$ cat config.mk
export PLATFORM = sky130hd
export DESIGN_NAME = nic_cpu_core
export DESIGN_NICKNAME = d
export VERILOG_FILES = /design/src/rtl/nic_cpu_core.sv
export SDC_FILE = /design/constraint.sdc
export NUM_CORES = 1
export LEC_CHECK = 0
export CORE_MARGIN = 4
export CORE_UTILIZATION = 35
export CTS_CLUSTER_SIZE = 14
export DETAILED_ROUTE_END_ITERATION = 8
export PLACE_DENSITY = 0.56
export SLEW_MARGIN = 10
export SYNTH_ARGS = -nofsm -noshare
export SYNTH_HDL_FRONTEND = slang
export SYNTH_SLANG_ARGS = --single-unit
$ cat constraint.sdc
create_clock -name clk -period 5.1 [get_ports clk]
set_input_delay 0.51 -clock clk [delete_from_list [all_inputs] [get_ports clk]]
set_output_delay 0.51 -clock clk [all_outputs]
set_load 0.005 [all_outputs]
$ cat src/rtl/nic_cpu_core.sv
// nic_cpu_core: parametrised multi-cycle accumulator CPU (successor of nic8).
// Registers A, B, X, Q, PC, IR, OPND and carry; FSM FETCH/IMM/MEMRD/EXEC/STORE/HALT.
// Ports:
//   clk, reset            - clock, synchronous active-high reset
//   ibus_req/addr         - instruction read request and address (PC)
//   ibus_ready/rdata      - instruction handshake; opcode is rdata[7:0]
//   dbus_rd/wr/addr/wdata - data read/write request, address (X), write data
//   dbus_ready/rdata      - data handshake and read value
//   qreg, q_strobe        - output register Q and a pulse the cycle after each Q write
//   halted                - high while in HALT
module nic_cpu_core #(
  parameter int unsigned WIDTH = 8,
  parameter int unsigned AW    = 8
) (
  input  logic             clk,
  input  logic             reset,
  output logic             ibus_req,
  output logic [AW-1:0]    ibus_addr,
  input  logic             ibus_ready,
  input  logic [WIDTH-1:0] ibus_rdata,
  output logic             dbus_rd,
  output logic             dbus_wr,
  output logic [WIDTH-1:0] dbus_addr,
  output logic [WIDTH-1:0] dbus_wdata,
  input  logic             dbus_ready,
  input  logic [WIDTH-1:0] dbus_rdata,
  output logic [WIDTH-1:0] qreg,
  output logic             q_strobe,
  output logic             halted
);

  localparam int unsigned OPW = 8;

  localparam logic [2:0] OP_LD   = 3'd0;
  localparam logic [2:0] OP_ADD  = 3'd1;
  localparam logic [2:0] OP_SUB  = 3'd2;
  localparam logic [2:0] OP_JMP  = 3'd3;
  localparam logic [2:0] OP_ST   = 3'd4;
  localparam logic [2:0] OP_HALT = 3'd5;

  localparam logic [1:0] SRC_IMM = 2'd0;
  localparam logic [1:0] SRC_MEM = 2'd1;
  localparam logic [1:0] SRC_A   = 2'd2;

  typedef enum logic [2:0] {
    S_FETCH,
    S_IMM,
    S_MEMRD,
    S_EXEC,
    S_STORE,
    S_HALT
  } state_t;

  state_t           state;
  state_t           nextState;
  logic [AW-1:0]    pc;
  logic [OPW-1:0]   ir;
  logic [WIDTH-1:0] regA;
  logic [WIDTH-1:0] regB;
  logic [WIDTH-1:0] regX;
  logic [WIDTH-1:0] regQ;
  logic [WIDTH-1:0] opnd;
  logic             carry;

  logic [2:0]       irOp;
  logic [1:0]       irSrc;
  logic [2:0]       irDst;
  logic [2:0]       fetchOp;
  logic [1:0]       fetchSrc;
  logic             ibusAcc;
  logic             dbusAcc;
  logic             zero;
  logic [WIDTH-1:0] srcVal;
  logic [WIDTH:0]   sum;
  logic [WIDTH:0]   diff;
  logic [WIDTH-1:0] result;
  logic             jmpTaken;

  // Only LD, JMP and ST have an operand phase.
  function automatic logic usesSrc(input logic [2:0] op);
    return (op == OP_LD) || (op == OP_JMP) || (op == OP_ST);
  endfunction

  assign irOp     = ir[7:5];
  assign irSrc    = ir[4:3];
  assign irDst    = ir[2:0];
  assign fetchOp  = ibus_rdata[7:5];
  assign fetchSrc = ibus_rdata[4:3];

  // A handshake completes only while our own request is up.
  assign ibusAcc = ibus_req && ibus_ready;
  assign dbusAcc = (dbus_rd || dbus_wr) && dbus_ready;

  assign zero = (regA == '0);
  assign sum  = {1'b0, regA} + {1'b0, regB};
  assign diff = {1'b0, regA} + {1'b0, ~regB} + (WIDTH+1)'(1);

  // Bus outputs are straight register views.
  assign ibus_addr  = pc;
  assign dbus_addr  = regX;
  assign dbus_wdata = opnd;
  assign qreg       = regQ;

  // Operand selection: imm and mem both land in OPND beforehand.
  always_comb begin
    srcVal = opnd;
    case (irSrc)
      SRC_IMM, SRC_MEM: srcVal = opnd;
      SRC_A:            srcVal = regA;
      default:          srcVal = regB;
    endcase
  end

  // Writeback value for LD/ADD/SUB.
  always_comb begin
    result = srcVal;
    case (irOp)
      OP_ADD:  result = sum[WIDTH-1:0];
      OP_SUB:  result = diff[WIDTH-1:0];
      default: result = srcVal;
    endcase
  end

  // Jump condition lives in the dst field.
  always_comb begin
    jmpTaken = 1'b0;
    case (irDst)
      3'd0:    jmpTaken = 1'b1;
      3'd1:    jmpTaken = zero;
      3'd2:    jmpTaken = carry;
      3'd3:    jmpTaken = !zero;
      default: jmpTaken = 1'b0;
    endcase
  end

  // Next-state decode.
  always_comb begin
    nextState = state;
    case (state)
      S_FETCH: begin
        if (ibusAcc) begin
          if (usesSrc(fetchOp) && (fetchSrc == SRC_IMM)) begin
            nextState = S_IMM;
          end else if (usesSrc(fetchOp) && (fetchSrc == SRC_MEM)) begin
            nextState = S_MEMRD;
          end else begin
            nextState = S_EXEC;
          end
        end
      end
      S_IMM:   if (ibusAcc) nextState = S_EXEC;
      S_MEMRD: if (dbusAcc) nextState = S_EXEC;
      S_EXEC: begin
        if (irOp == OP_ST) begin
          nextState = S_STORE;
        end else if (irOp == OP_HALT) begin
          nextState = S_HALT;
        end else begin
          nextState = S_FETCH;
        end
      end
      S_STORE: if (dbusAcc) nextState = S_FETCH;
      S_HALT:  nextState = S_HALT;
      default: nextState = S_FETCH;
    endcase
  end

  // State, datapath and registered request outputs.
  always_ff @(posedge clk) begin
    if (reset) begin
      state    <= S_FETCH;
      pc       <= '0;
      ir       <= '0;
      regA     <= '0;
      regB     <= '0;
      regX     <= '0;
      regQ     <= '0;
      opnd     <= '0;
      carry    <= 1'b0;
      ibus_req <= 1'b0;
      dbus_rd  <= 1'b0;
      dbus_wr  <= 1'b0;
      q_strobe <= 1'b0;
      halted   <= 1'b0;
    end else begin
      state    <= nextState;
      // Requests follow the state being entered, so they are up for its whole stay.
      ibus_req <= (nextState == S_FETCH) || (nextState == S_IMM);
      dbus_rd  <= (nextState == S_MEMRD);
      dbus_wr  <= (nextState == S_STORE);
      halted   <= (nextState == S_HALT);
      q_strobe <= 1'b0;

      case (state)
        S_FETCH: begin
          if (ibusAcc) begin
            ir <= ibus_rdata[OPW-1:0];
            pc <= pc + AW'(1);
          end
        end
        S_IMM: begin
          if (ibusAcc) begin
            opnd <= ibus_rdata;
            pc   <= pc + AW'(1);
          end
        end
        S_MEMRD: begin
          if (dbusAcc) opnd <= dbus_rdata;
        end
        S_EXEC: begin
          case (irOp)
            OP_LD, OP_ADD, OP_SUB: begin
              case (irDst)
                3'd0: regA <= result;
                3'd1: regB <= result;
                3'd2: regX <= result;
                3'd3: begin
                  regQ     <= result;
                  q_strobe <= 1'b1;
                end
                default: ;
              endcase
              if (irOp == OP_ADD) carry <= sum[WIDTH];
              if (irOp == OP_SUB) carry <= diff[WIDTH];
            end
            OP_JMP: begin
              if (jmpTaken) pc <= AW'(srcVal);
            end
            OP_ST: begin
              // Latch store data here so STORE can hold it stable across waits.
              opnd <= srcVal;
            end
            default: ;
          endcase
        end
        default: ;
      endcase
    end
  end

endmodule
==> flow_summary.rst <==
.. list-table::
   :header-rows: 1

   * - Metric
     - Value
   * - Status
     - finished, final reports clean
   * - Stage delay of the slowest cell on the critical path
     - 0.86 ns
   * - Final critical path time including I/O delays and setup
     - 3.308 ns
   * - Total global routing track utilization
     - 18.05%
   * - Drt wl/cell
     - 17.00 µm
   * - Synthesized cell area
     - 3926 µm²
   * - EDFF count, synth
     - 0
   * - Std-Cell Core Area
     - 10890 µm²
   * - Cells after Synth
     - 483
   * - Critical-path cell with the highest stage delay
     - sky130_fd_sc_hd__dfxtp_1
   * - Number of buffers added on ports
     - 56
   * - Number of cell instances on the worst register-to-register path
     - 6
   * - Area share of the largest cell type after synthesis
     - 33.14%
   * - Top delay family on crit path
     - simple AND/OR/NAND/NOR gates
   * - Setup clock skew after layout
     - 0.006509 ns
   * - Kind of end point of the critical path
     - flop
   * - Max-cap check violation count
     - 0
   * - Placer Congestion
     - 0.8512
   * - Number of resized instances in the post-cts repair step
     - 0
   * - Total Nets Final
     - 561
   * - Post-CTS setup repair buffer count
     - 0
   * - Area occupied by multi-input gates
     - 2410 µm²
   * - Dominant cells by area after synthesis
     - sky130_fd_sc_hd__dfxtp_1 33%, sky130_fd_sc_hd__mux2i_1 8.2%, sky130_fd_sc_hd__nor2_1 7.2%
   * - Area of all sequential standard cells
     - 1301 µm²
   * - Number of nets produced by synthesis
     - 522
   * - Number of antenna violations at the first check in global routing
     - 0
   * - Worst setup path class
     - reg2reg
   * - Setup TNS after final layout
     - 0 ns
   * - Number of non-filler instances in the completed layout
     - 667
   * - Die Outline Area
     - 12980 µm²
   * - CP startpoint
     - state[0]
   * - Total global routing overflow
     - 0
   * - Setup repair after global routing missed its margin
     - no
   * - Pins Over Slew Limit
     - 0
   * - Floorplan row count
     - 38
   * - Maximum number of pins on one net before global-route repair
     - 36
   * - Leakage component of the power
     - 1.734 nW
   * - Commonest non-fill, non-tap cells in the layout
     - 75 x sky130_fd_sc_hd__nor2_1, 65 x sky130_fd_sc_hd__dfxtp_1, 55 x sky130_fd_sc_hd__clkdlybuf4s50_1
   * - Initial Util
     - 36.06%
   * - Number of detailed-route iterations in the first pass
     - 5
   * - Global-route wire length before repair
     - 18.51 mm
   * - Reg2Reg Capture Point
     - dbus_addr[6]
   * - Critical Path, Cell by Cell
     - inv_1, nor2_4, nand3_2, nor3b_2, nor4b_1, nor4_2
   * - Critical path required time
     - 5.32 ns
   * - Instance count along the most critical hold path
     - 2
   * - Final hold violation count
     - 0
   * - Library cell used as clock root buffer
     - sky130_fd_sc_hd__clkbuf_8
   * - Fmax achieved
     - 302.3 MHz
   * - Worst Tran Pin Value
     - 0.9703 ns
   * - Number of vias after detailed routing
     - 3611
   * - Fill cell instance count of the final layout
     - 1095
   * - Share of the yosys chip area belonging to registers
     - 33.14%
   * - Number of cells in the design after placement
     - 651
   * - Max-slew headroom at the worst pin
     - 35.03%
   * - TritonCTS Buffers
     - 9
   * - Most common cell after layout, fill and taps aside
     - sky130_fd_sc_hd__nor2_1
   * - Pwr Density
     - 248.3 nW/µm²
   * - Antenna diode count
     - 0
   * - Vias per cell
     - 5.414
   * - DRC errors left
     - 0
   * - Post-synthesis register bit count
     - 65
   * - Predominant post-synthesis flop cell
     - sky130_fd_sc_hd__dfxtp_1
   * - Layout-stage area growth over the synthesis result
     - 20.84%
   * - Overall die width
     - 113.9 µm
   * - Maximum vdd drop
     - 0.1192 mV
   * - Layout cell share with drive strength beyond 1
     - 7.400%
   * - Warning count from the yosys run
     - 0
   * - Number of buffers on the longest clock path
     - 2
   * - Distinct cell type count after synthesis
     - 67
   * - Maximum net fanout on the critical path
     - 21
   * - CP Buf/Inv Count
     - 1
   * - Critical Path AT
     - 3.53 ns
   * - Die Height
     - 113.9 µm
   * - Top cell type by total area after synthesis
     - sky130_fd_sc_hd__dfxtp_1
   * - Final number of setup-violating endpoints
     - 0
   * - Clock network latency to the later pin of the worst-skew pair
     - 0.35 ns
   * - Capture endpoint of the worst hold path
     - qreg[1]
   * - Startpoint class of the critical path
     - flop
   * - Worst-path clk slew
     - 0.08 ns
   * - Startpoint of the lowest-slack hold path
     - qreg[1]
   * - Async set or reset register ratio after synthesis
     - 0%
   * - Synthesized area per cell
     - 8.129 µm²
   * - Hold Path Class
     - reg2reg
   * - Fraction of the cycle the final worst path needs
     - 64.87%
   * - Reg2Reg Launch Point
     - state[0]
   * - Iter 0 DRT Violations
     - 216
   * - Num Clock Sinks
     - 65
   * - Quantity of hold-fixing buffers added after cts
     - 0
   * - Number of nets still failing antenna checks after routing
     - 0
   * - CTS tree
     - yes
   * - Routed wire length
     - 11.34 mm
   * - Worst reg-to-reg setup slack
     - 1.79 ns
   * - Half-perimeter wire length after placement
     - 8.446 mm
   * - Number of global-route vias before repair
     - 3469
   * - Num ports
     - 57
   * - CTS HTree Levels
     - 3
   * - Final cell utilization of the core
     - 43.58%
cells by family (layout without fill, tap and decap cells):
group	Yosys count	after routing	synth area share (%)
flops	65	65	33.14
mux	33	33	8.445
compound gates	130	130	22.12
fa+ha+maj	19	19	6.437
xor+xnor	2	2	0.4462
buf+inv	48	92	5.481
simple gates	186	186	23.93
tightest hold or removal path, cell delays in order, from the launching register on:
cell	delay (ns)
sky130_fd_sc_hd__dfxtp_1	0.32
sky130_fd_sc_hd__nand2_1	0.05
sky130_fd_sc_hd__a21oi_1	0.05
layer usage:
| layer | vias up | track usage, % | routed length (µm) |
|---|---|---|---|
| li1 | 1808 | - | - |
| met1 | 1721 | 25.41 | 5549 |
| met2 | 69 | 28.03 | 5270 |
| met3 | 13 | 2.706 | 366 |
| met4 | 0 | 6.572 | 153 |
| met5 | - | 0 | 0 |
worst max path at each step:
stage	to	slack (ns)	cells after the start
finish	dbus_addr[6]	1.79	6
global route	dbus_addr[6]	1.48	6
CTS	dbus_addr[6]	1.78	6
floorplan	dbus_addr[6]	2.90	10
global placement	dbus_addr[6]	1.88	6
detailed placement	dbus_addr[6]	1.80	6
power breakdown:
group	total (W)	internal, W	switching [W]
sequential	0.000539	0.000518	0.0000216
clock	0.000492	0.000277	0.000216
combinational	0.000146	0.0000608	0.0000857
flip-flops by register name (all words and copies together), names as in the netlist, 3 cells and up:
register    flops
ir              8
ibus_addr       8
regA            8
dbus_wdata      8
state           3
qreg            8
regB            8
dbus_addr       8
area by class of cell:
type | count | area share, %
well taps | 140 | 3.692
flip-flops and latches | 65 | 27.43
repair buffers | 58 | 12.03
inverters | 18 | 1.424
clock buffers | 10 | 2.690
clock inverters | 6 | 1.951
multi-input cells | 370 | 50.79
through the flow:
| stage | instance area, µm² | power [W] | setup WS (ns) | hold WS (ns) |
|---|---|---|---|---|
| after global placement | 4524 | 0.0006957 | 1.881 | 0.4463 |
| after floorplan | 3926 | 0.0006428 | 2.897 | 0.4363 |
| after global routing | 4745 | 0.001231 | 1.482 | 0.4849 |
| after CTS | 4745 | 0.001189 | 1.782 | 0.4639 |
| final | 4745 | 0.001178 | 1.792 | 0.4605 |
| after detailed placement | 4524 | 0.0006960 | 1.799 | 0.4531 |
synthesized netlist by cell type, drive strengths merged, types with 2 or more instances:
cell type / count
a22o: 2
a211oi: 15
nand3: 10
a221o: 4
o221ai: 3
buf: 16
clkbuf: 14
o31ai: 3
mux2i: 32
nor3b: 5
a21oi: 44
or2: 4
o211ai: 2
a22oi: 2
and3: 8
nand3b: 3
a21o: 5
nor2: 76
ha: 17
a2111oi: 3
a311oi: 3
and2: 2
nor2b: 7
nor4b: 3
o21ai: 30
dfxtp: 65
a211o: 2
o21bai: 2
nand2b: 6
nor3: 11
fa: 2
inv: 18
nand2: 35
nor4: 9
Power figures use the tool's default switching activity.
